`config.mk`:
```
export PLATFORM = sky130hd
export DESIGN_NAME = stage_controller
export DESIGN_NICKNAME = d
export VERILOG_FILES = /design/src/rtl/stage_controller.sv
export SDC_FILE = /design/constraint.sdc
export NUM_CORES = 1
export LEC_CHECK = 0
export BUFFER_PORTS_ARGS = -buffer_cell sky130_fd_sc_hd__buf_2
export CORE_UTILIZATION = 55
export DETAILED_ROUTE_END_ITERATION = 12
export HOLD_SLACK_MARGIN = 0.1
export PLACE_DENSITY_LB_ADDON = 0.08
export SLEW_MARGIN = 5
export SYNTH_ARGS = -nofsm -noshare
export SYNTH_HDL_FRONTEND = slang
export SYNTH_SLANG_ARGS = --single-unit
export TNS_END_PERCENT = 100
```
`constraint.sdc`:
```
create_clock -name clk -period 3.5 [get_ports clk]
set_input_delay 0.35 -clock clk [delete_from_list [all_inputs] [get_ports clk]]
set_output_delay 0.35 -clock clk [all_outputs]
set_load 0.02 [all_outputs]
```
`src/rtl/stage_controller.sv`:
```
// Game-flow sequencer: TITLE/STAFF menus, three timed stages with hearts, key and door,
// fixed-length success screens between stages, and a FAIL screen on heart loss or timeout.
module stage_controller #(
  parameter int unsigned SUCCESS_FRAMES = 120,
  parameter int unsigned INVULN_FRAMES  = 60,
  parameter int unsigned STAGE_FRAMES   = 3600,
  parameter int unsigned MAX_HEART      = 3
) (
  input  logic        clk,
  input  logic        rst,
  input  logic        frame_tick,
  input  logic        start,
  input  logic        staff,
  input  logic        key_pick,
  input  logic        door_enter,
  input  logic        hit,
  output logic [3:0]  state,
  output logic [2:0]  heart,
  output logic        key_find,
  output logic        isLocked,
  output logic        play_valid,
  output logic [11:0] time_left
);

  typedef enum logic [3:0] {
    TITLE    = 4'd0,
    STAFF    = 4'd1,
    STAGE1   = 4'd2,
    SUCCESS1 = 4'd3,
    STAGE2   = 4'd4,
    SUCCESS2 = 4'd5,
    STAGE3   = 4'd6,
    SUCCESS3 = 4'd7,
    FAIL     = 4'd8
  } state_e;

  localparam logic [11:0] HOLD_INIT   = 12'(SUCCESS_FRAMES);
  localparam logic [11:0] INVULN_INIT = 12'(INVULN_FRAMES);
  localparam logic [11:0] STAGE_INIT  = 12'(STAGE_FRAMES);
  localparam logic [2:0]  HEART_INIT  = 3'(MAX_HEART);

  state_e      state_q, state_d;
  logic [2:0]  heart_q, heart_d;
  logic        key_find_q, key_find_d;
  logic        play_valid_q, play_valid_d;
  logic [11:0] time_left_q, time_left_d;
  logic [11:0] hold_q, hold_d;
  logic [11:0] invuln_q, invuln_d;

  logic [11:0] invuln_dec;
  logic        exit_ok;
  logic        hit_ok;
  logic        timeout;

  always_ff @(posedge clk or posedge rst) begin
    if (rst) begin
      state_q      <= TITLE;
      heart_q      <= '0;
      key_find_q   <= 1'b0;
      play_valid_q <= 1'b0;
      time_left_q  <= '0;
      hold_q       <= '0;
      invuln_q     <= '0;
    end else begin
      state_q      <= state_d;
      heart_q      <= heart_d;
      key_find_q   <= key_find_d;
      play_valid_q <= play_valid_d;
      time_left_q  <= time_left_d;
      hold_q       <= hold_d;
      invuln_q     <= invuln_d;
    end
  end

  always_comb begin
    state_d     = state_q;
    heart_d     = heart_q;
    key_find_d  = key_find_q;
    time_left_d = time_left_q;
    hold_d      = hold_q;
    invuln_d    = invuln_q;

    // A hit is judged against the immunity left after this cycle's tick, so a hit
    // coinciding with the tick that expires immunity is taken.
    invuln_dec = (frame_tick && invuln_q != '0) ? invuln_q - 12'd1 : invuln_q;
    exit_ok    = door_enter & key_find_q;
    hit_ok     = hit & (invuln_dec == '0) & (heart_q != '0);
    timeout    = frame_tick & (time_left_q == 12'd1);

    case (state_q)
      TITLE: begin
        if (start) begin
          state_d     = STAGE1;
          heart_d     = HEART_INIT;
          key_find_d  = 1'b0;
          time_left_d = STAGE_INIT;
          invuln_d    = '0;
        end else if (staff) begin
          state_d = STAFF;
        end
      end
      STAFF: begin
        if (start || staff) state_d = TITLE;
      end
      STAGE1, STAGE2, STAGE3: begin
        key_find_d = key_find_q | key_pick;
        invuln_d   = invuln_dec;
        if (exit_ok) begin
          state_d = (state_q == STAGE1) ? SUCCESS1 :
                    (state_q == STAGE2) ? SUCCESS2 : SUCCESS3;
          hold_d  = HOLD_INIT;
        end else begin
          if (frame_tick && time_left_q != '0) time_left_d = time_left_q - 12'd1;
          if (hit_ok) begin
            heart_d  = heart_q - 3'd1;
            invuln_d = INVULN_INIT;
          end
          if ((hit_ok && heart_q == 3'd1) || timeout) state_d = FAIL;
        end
      end
      SUCCESS1, SUCCESS2: begin
        if (frame_tick) begin
          hold_d = hold_q - 12'd1;
          if (hold_q == 12'd1) begin
            state_d     = (state_q == SUCCESS1) ? STAGE2 : STAGE3;
            key_find_d  = 1'b0;
            time_left_d = STAGE_INIT;
            invuln_d    = '0;
          end
        end
      end
      SUCCESS3, FAIL: begin
        if (start) state_d = TITLE;
      end
      default: state_d = TITLE;
    endcase

    play_valid_d = (state_d == STAGE1) || (state_d == STAGE2) || (state_d == STAGE3);
  end

  assign state      = state_q;
  assign heart      = heart_q;
  assign key_find   = key_find_q;
  assign isLocked   = ~key_find_q;
  assign play_valid = play_valid_q;
  assign time_left  = time_left_q;

endmodule
```
# [Word-level counts from Yosys, hierarchy flattened]
# Index checks and enable logic that the tools add are counted.
# Widths: inputs -> output; s select.
[word_totals] latch_bits=0 mem_count=0 ramBits=0 rom_bits=0 out_inout_bits=22 wordCells=96 input_bits=8 register_bits=45
[op_classes] magnitude_cmp=0 n_eq_ne=21 add_sub_neg=4 reduce_logical=22 div_mod_pow=0 n_shift=0 bitwise=6 mul=0 mux=36
[op_table] cell="$mux 12" count=13
[op_table] cell="$pmux 12 s3" count=2
[op_table] cell="$sub 12x1->12 const B" count=3
[op_table] cell="$mux 4" count=8
[op_table] cell="$eq 12x1->1 const B" count=2
[op_table] cell="$eq 4x3->1 const B" count=6
[op_table] cell="$pmux 12 s2" count=1
[op_table] cell="$reduce_bool 12->1" count=2
[op_table] cell="$pmux 4 s5" count=1
[op_table] cell="$ne 2x2->1 const B" count=7
[op_table] cell="$eq 4x2->1 const B" count=3
[op_table] cell="$logic_not 12->1" count=1
[op_table] cell="$mux 3" count=4
[op_table] cell="$reduce_and 4->1" count=2
[op_table] cell="$pmux 3 s2" count=1
[op_table] cell="$reduce_and 6->1" count=1
[op_table] cell="$reduce_bool 3->1" count=2
[op_table] cell="$and 1x1->1" count=4
[op_table] cell="$eq 4x1->1 const B" count=1
[op_table] cell="$eq 4x4->1 const B" count=1
[op_table] cell="$logic_not 4->1" count=1
[op_table] cell="$logic_or 1x1->1" count=4
[op_table] cell="$mux 2" count=2
[op_table] cell="$reduce_bool 2->1" count=2
[op_table] cell="10 further kinds" count=15

# [Longest topological paths before layout]
[depth] depth_word=14 mapped_depth=9

# [Least setup slack after synthesis]
# OpenSTA, ideal clock, no wires.
[synth_timing] kind="reg-to-reg" startpoint="register invuln_q[0]" endpoint="register invuln_q[11]" stages_incl_launch_ff=9 period_less_slack_ns=2.783 setup_slack_ns=0.717 arrival_ns=2.657 setup_time_ns=0.126 cell_sequence="dfrtp_1 inv_1 ha_1 or3b_1 o41ai_4 mux2_4 nor4_4 nor2_2 a221o_1"
[synth_via] elab_chain_len=9
[synth_lines] item="start: declaration" line="48" source="logic [11:0] invuln_q, invuln_d;"
[synth_lines] item="start signal: assignment" line="71" source="invuln_q <= invuln_d;"
[synth_lines] item="parallel branches: the longest is 2 deep, another holds $sub 12x1->12"
[synth_lines] item="$mux 12 *" line="85" source="invuln_dec = (frame_tick && invuln_q != '0) ? invuln_q - 12'd1 : invuln_q;"
[synth_lines] item="$logic_not 12->1" line="87" source="hit_ok = hit & (invuln_dec == '0) & (heart_q != '0);"
[synth_lines] item="$and 1x1->1 (2 in a row)" line="87"
[synth_lines] item="$mux 12" line="114" source="if (hit_ok) begin"
[synth_lines] item="$mux 12 *" line="108" source="if (exit_ok) begin"
[synth_lines] item="$pmux 12 s3 *" line="90" source="case (state_q)"
# Mark *: on every way between the ends.
# A chain may end at the register's enable or synchronous reset.

# [Worst setup path in the final report]
# Ends and elaborated chain as after synthesis.

==> summary.md <==
| Metric | Value |
|---|---|
| Min setup slack post-route | `0.5639 ns` |
| Synthesis Warnings | `0` |
| Area added between synthesis and finish | `10.47%` |
| Count of vias placed by the detailed router | `2535` |
| Crit-path cells | `inv_1, ha_1, or3b_1, o41ai_4, mux2_4, nor4_4, nor2_2, a221o_1` |
| Clk_skew | `0.006142 ns` |
| Net count of the mapped netlist | `336` |
| Fraction of registers with async set/reset | `1.000` |
| Power density over the cells | `831.9 nW/um^2` |
| Clock tree from TritonCTS | `done` |
| Post-layout nets | `364` |
| Number of levels the H-tree was split into | `2` |
| Overall power consumption | `2.636 mW` |
| IO buf count | `29` |
| Post-layout util | `0.6495` |
| Final critical-path required period | `2.936 ns` |
| Maximum resistive drop on vdd | `0.4586 mV` |
| Worst setup path class | `reg -> reg` |
| Number of cells upsized or downsized after cts | `0` |
| Synthesized instance count | `320` |
| Number of cells in the finished layout apart from fillers | `416` |
| Post-placement setup slack | `0.5672 ns` |
| Vertical die dimension | `74.23 um` |
| Startpoint type of the worst setup path | `register` |
| Post-Route Hold Slack | `0.2628 ns` |
| Detail Route Antenna Nets | `0` |
| Routed length per placed instance | `15.30 um` |
| Post-DP Area | `3068 sq um` |
| Wirelength, routed | `6363 um` |
| Post-synthesis register bit count | `45` |
| Core Footprint | `4880 sq um` |
| Number of CTS-inserted buffers | `5` |
| Ratio of final minimum period to clock period | `0.8389` |
| Share of cells above drive strength 1 | `0.1719` |
| Library cell used as clock root buffer | `clkbuf_8` |
| Final Max Tran Viols | `0` |
| Buf+Inv Stages, Crit Path | `1` |
| Sum of overflow across all layers after global routing | `0` |
| Worst endpoint data arrival time | `3.11 ns` |
| Fmax | `0.3406 GHz` |
| Clock net sink count | `45` |
| Placed Instances | `408` |
| Sequential-to-total area share from yosys stat | `0.3925` |
| Clock slew at the register clock pins of the worst setup and hold paths | `0.08 ns` |
| Kind of path behind the tightest hold check | `in -> async` |
| Number of buffers inserted to repair setup after CTS | `0` |
| Starting density of the core | `0.5879` |
| Setup total negative slack | `0 ns` |
| Post-Syn Area per Cell | `8.966 sq um` |
| Hold bufs inserted after CTS | `0` |
| Total standard cell area after synthesis | `2869 sq um` |
| Post-Layout Inst Area | `3169 sq um` |
| Iter 0 DRT Violations | `182` |
| Standard-cell rows | `25` |
| Io pins | `30` |
| Type of element capturing the critical path | `register` |
| Worst slew slack as a fraction of its limit | `0.3785` |
| Critical path's slowest cell | `nor4_4` |
| Number of flops mapped to enable cells by yosys | `0` |
| Die width | `74.23 um` |
| Number of antenna violations at the first check in global routing | `0` |
| First-pass GRT wire length | `10990 um` |
| Insertion delay to the later sink of the worst-skew pair | `0.29 ns` |
| Pleak | `1.404 nW` |
| Crit Path Max Fanout | `9` |
| Maximum root-to-sink buffer count | `2` |
| Max-capacitance violation count | `0` |
| Worst path max stage delay | `0.56 ns` |
| Commonest cells after routing, fill and taps aside | `dfrtp_1 (45), nor2_1 (34), nand2_1 (30), buf_2 (29), o21ai_0 (18)` |
| Kind of cell adding the most delay to the critical path | `simple AND/OR/NAND/NOR gates` |
| Total Routing Usage GR | `0.2587` |
| Largest net degree at the start of global routing | `46` |
| Hold violation total from the final report | `0` |
| Synth unique cells | `63` |
| Setup repair after global routing missed its margin | `false` |
| Detail Placement HPWL | `4557 um` |
| Status | `finished clean` |
| Commonest register cell after synthesis | `dfrtp_1` |
| Final Setup Violations | `0` |
| Routability-driven placement congestion ratio | `0.8969` |
| Count of antenna diodes in the layout | `0` |
| Floorplan die area | `5509 sq um` |
| Least-Margin Pin Slew | `0.9310 ns` |
| Data required time at the worst endpoint | `3.68 ns` |
| Most frequent standard cell in the layout excluding fill and tap cells | `dfrtp_1` |
| Number of filler cells placed in the layout | `426` |
| Drc violations | `0` |
| Ratio of routed vias to standard cells | `6.094` |
| Via count of the first global-routing pass | `2318` |
| Drt first pass iters | `4` |
[path summary, 6_finish.rpt]
| kind | startpoint | to | slack, ns | cells past startpoint |
|---|---|---|---|---|
| worst max-delay path | invuln_q[0] | invuln_q[11] | 0.56 | 8 |
| worst min-delay path | rst | time_left[6] | 0.26 | 2 |
| worst max register to register | invuln_q[0] | invuln_q[11] | 0.56 | 8 |
| worst min register to register | hold_q[5] | hold_q[5] | 0.54 | 2 |
| max in group asynchronous | rst | heart[0] | 2.66 | 2 |
| min in group clk | key_pick | key_find | 0.33 | 3 |
[registers in the layout, summed over array words and instances, names as in the netlist]
| register | count |
|---|---|
| hold_q | 12 |
| invuln_q | 12 |
| time_left | 12 |
| state | 4 |
| heart | 3 |
| key_find | 1 |
| play_valid | 1 |
[layer usage]
layer	GRT usage	up-vias	share of wire
li1	-	1229	-
met1	0.3909	1214	0.49
met2	0.3869	83	0.45
met3	0.04065	9	0.056
met4	0.07128	0	0.010
met5	0	-	0
[final cells by class]
cell class,count,area [sq um],area share
Timing Repair Buffer,31,160.2,0.05053
Inverter,17,63.81,0.02013
Sequential cell,45,1126,0.3553
Clock inverter,1,5.005,0.001579
Clock buffer,7,96.34,0.03040
Tap cell,67,83.83,0.02645
Multi-Input combinational cell,248,1634,0.5156
[power breakdown]
group	switching [mW]	leakage, nW	internal (mW)
sequential	0.223	0.561	0.679
clock	0.170	0.0542	0.179
combinational	0.869	0.789	0.517
total	1.26	1.40	1.37
[logic make-up after synthesis]
| kind of cell | after synthesis | synth area share |
|---|---|---|
| AND/OR/NAND/NOR | 145 | 0.2809 |
| AO/OA/AOI/OAI | 72 | 0.1797 |
| flip-flops | 45 | 0.3925 |
| buffers and inverters | 27 | 0.03794 |
| XOR/XNOR | 18 | 0.05495 |
| adder cells (fa/ha/maj) | 8 | 0.03489 |
| multiplexers | 5 | 0.01919 |
[synth_stat cells, drive strengths merged, types with 2 or more instances]
library cell / number / share of area
a211o: 3 / 0.0092
a21oi: 12 / 0.021
a221o: 2 / 0.0070
a311oi: 2 / 0.0083
a31oi: 5 / 0.013
and3: 4 / 0.0087
buf: 6 / 0.010
clkbuf: 4 / 0.0052
dfrtp: 45 / 0.39
ha: 8 / 0.035
inv: 17 / 0.022
mux2i: 4 / 0.014
nand2: 30 / 0.039
nand2b: 4 / 0.011
nand3: 12 / 0.023
nand4: 2 / 0.0044
nand4bb: 2 / 0.0078
nor2: 35 / 0.047
nor2b: 2 / 0.0044
nor3: 15 / 0.030
nor3b: 2 / 0.0052
nor4: 9 / 0.029
o211ai: 2 / 0.0052
o21ai: 27 / 0.047
o311ai: 2 / 0.0061
o31ai: 4 / 0.014
o41ai: 3 / 0.018
or2: 3 / 0.0065
or3: 10 / 0.022
or3b: 4 / 0.012
or4: 7 / 0.020
xnor2: 11 / 0.034
xor2: 7 / 0.021
Power figures use the tool's default switching activity.
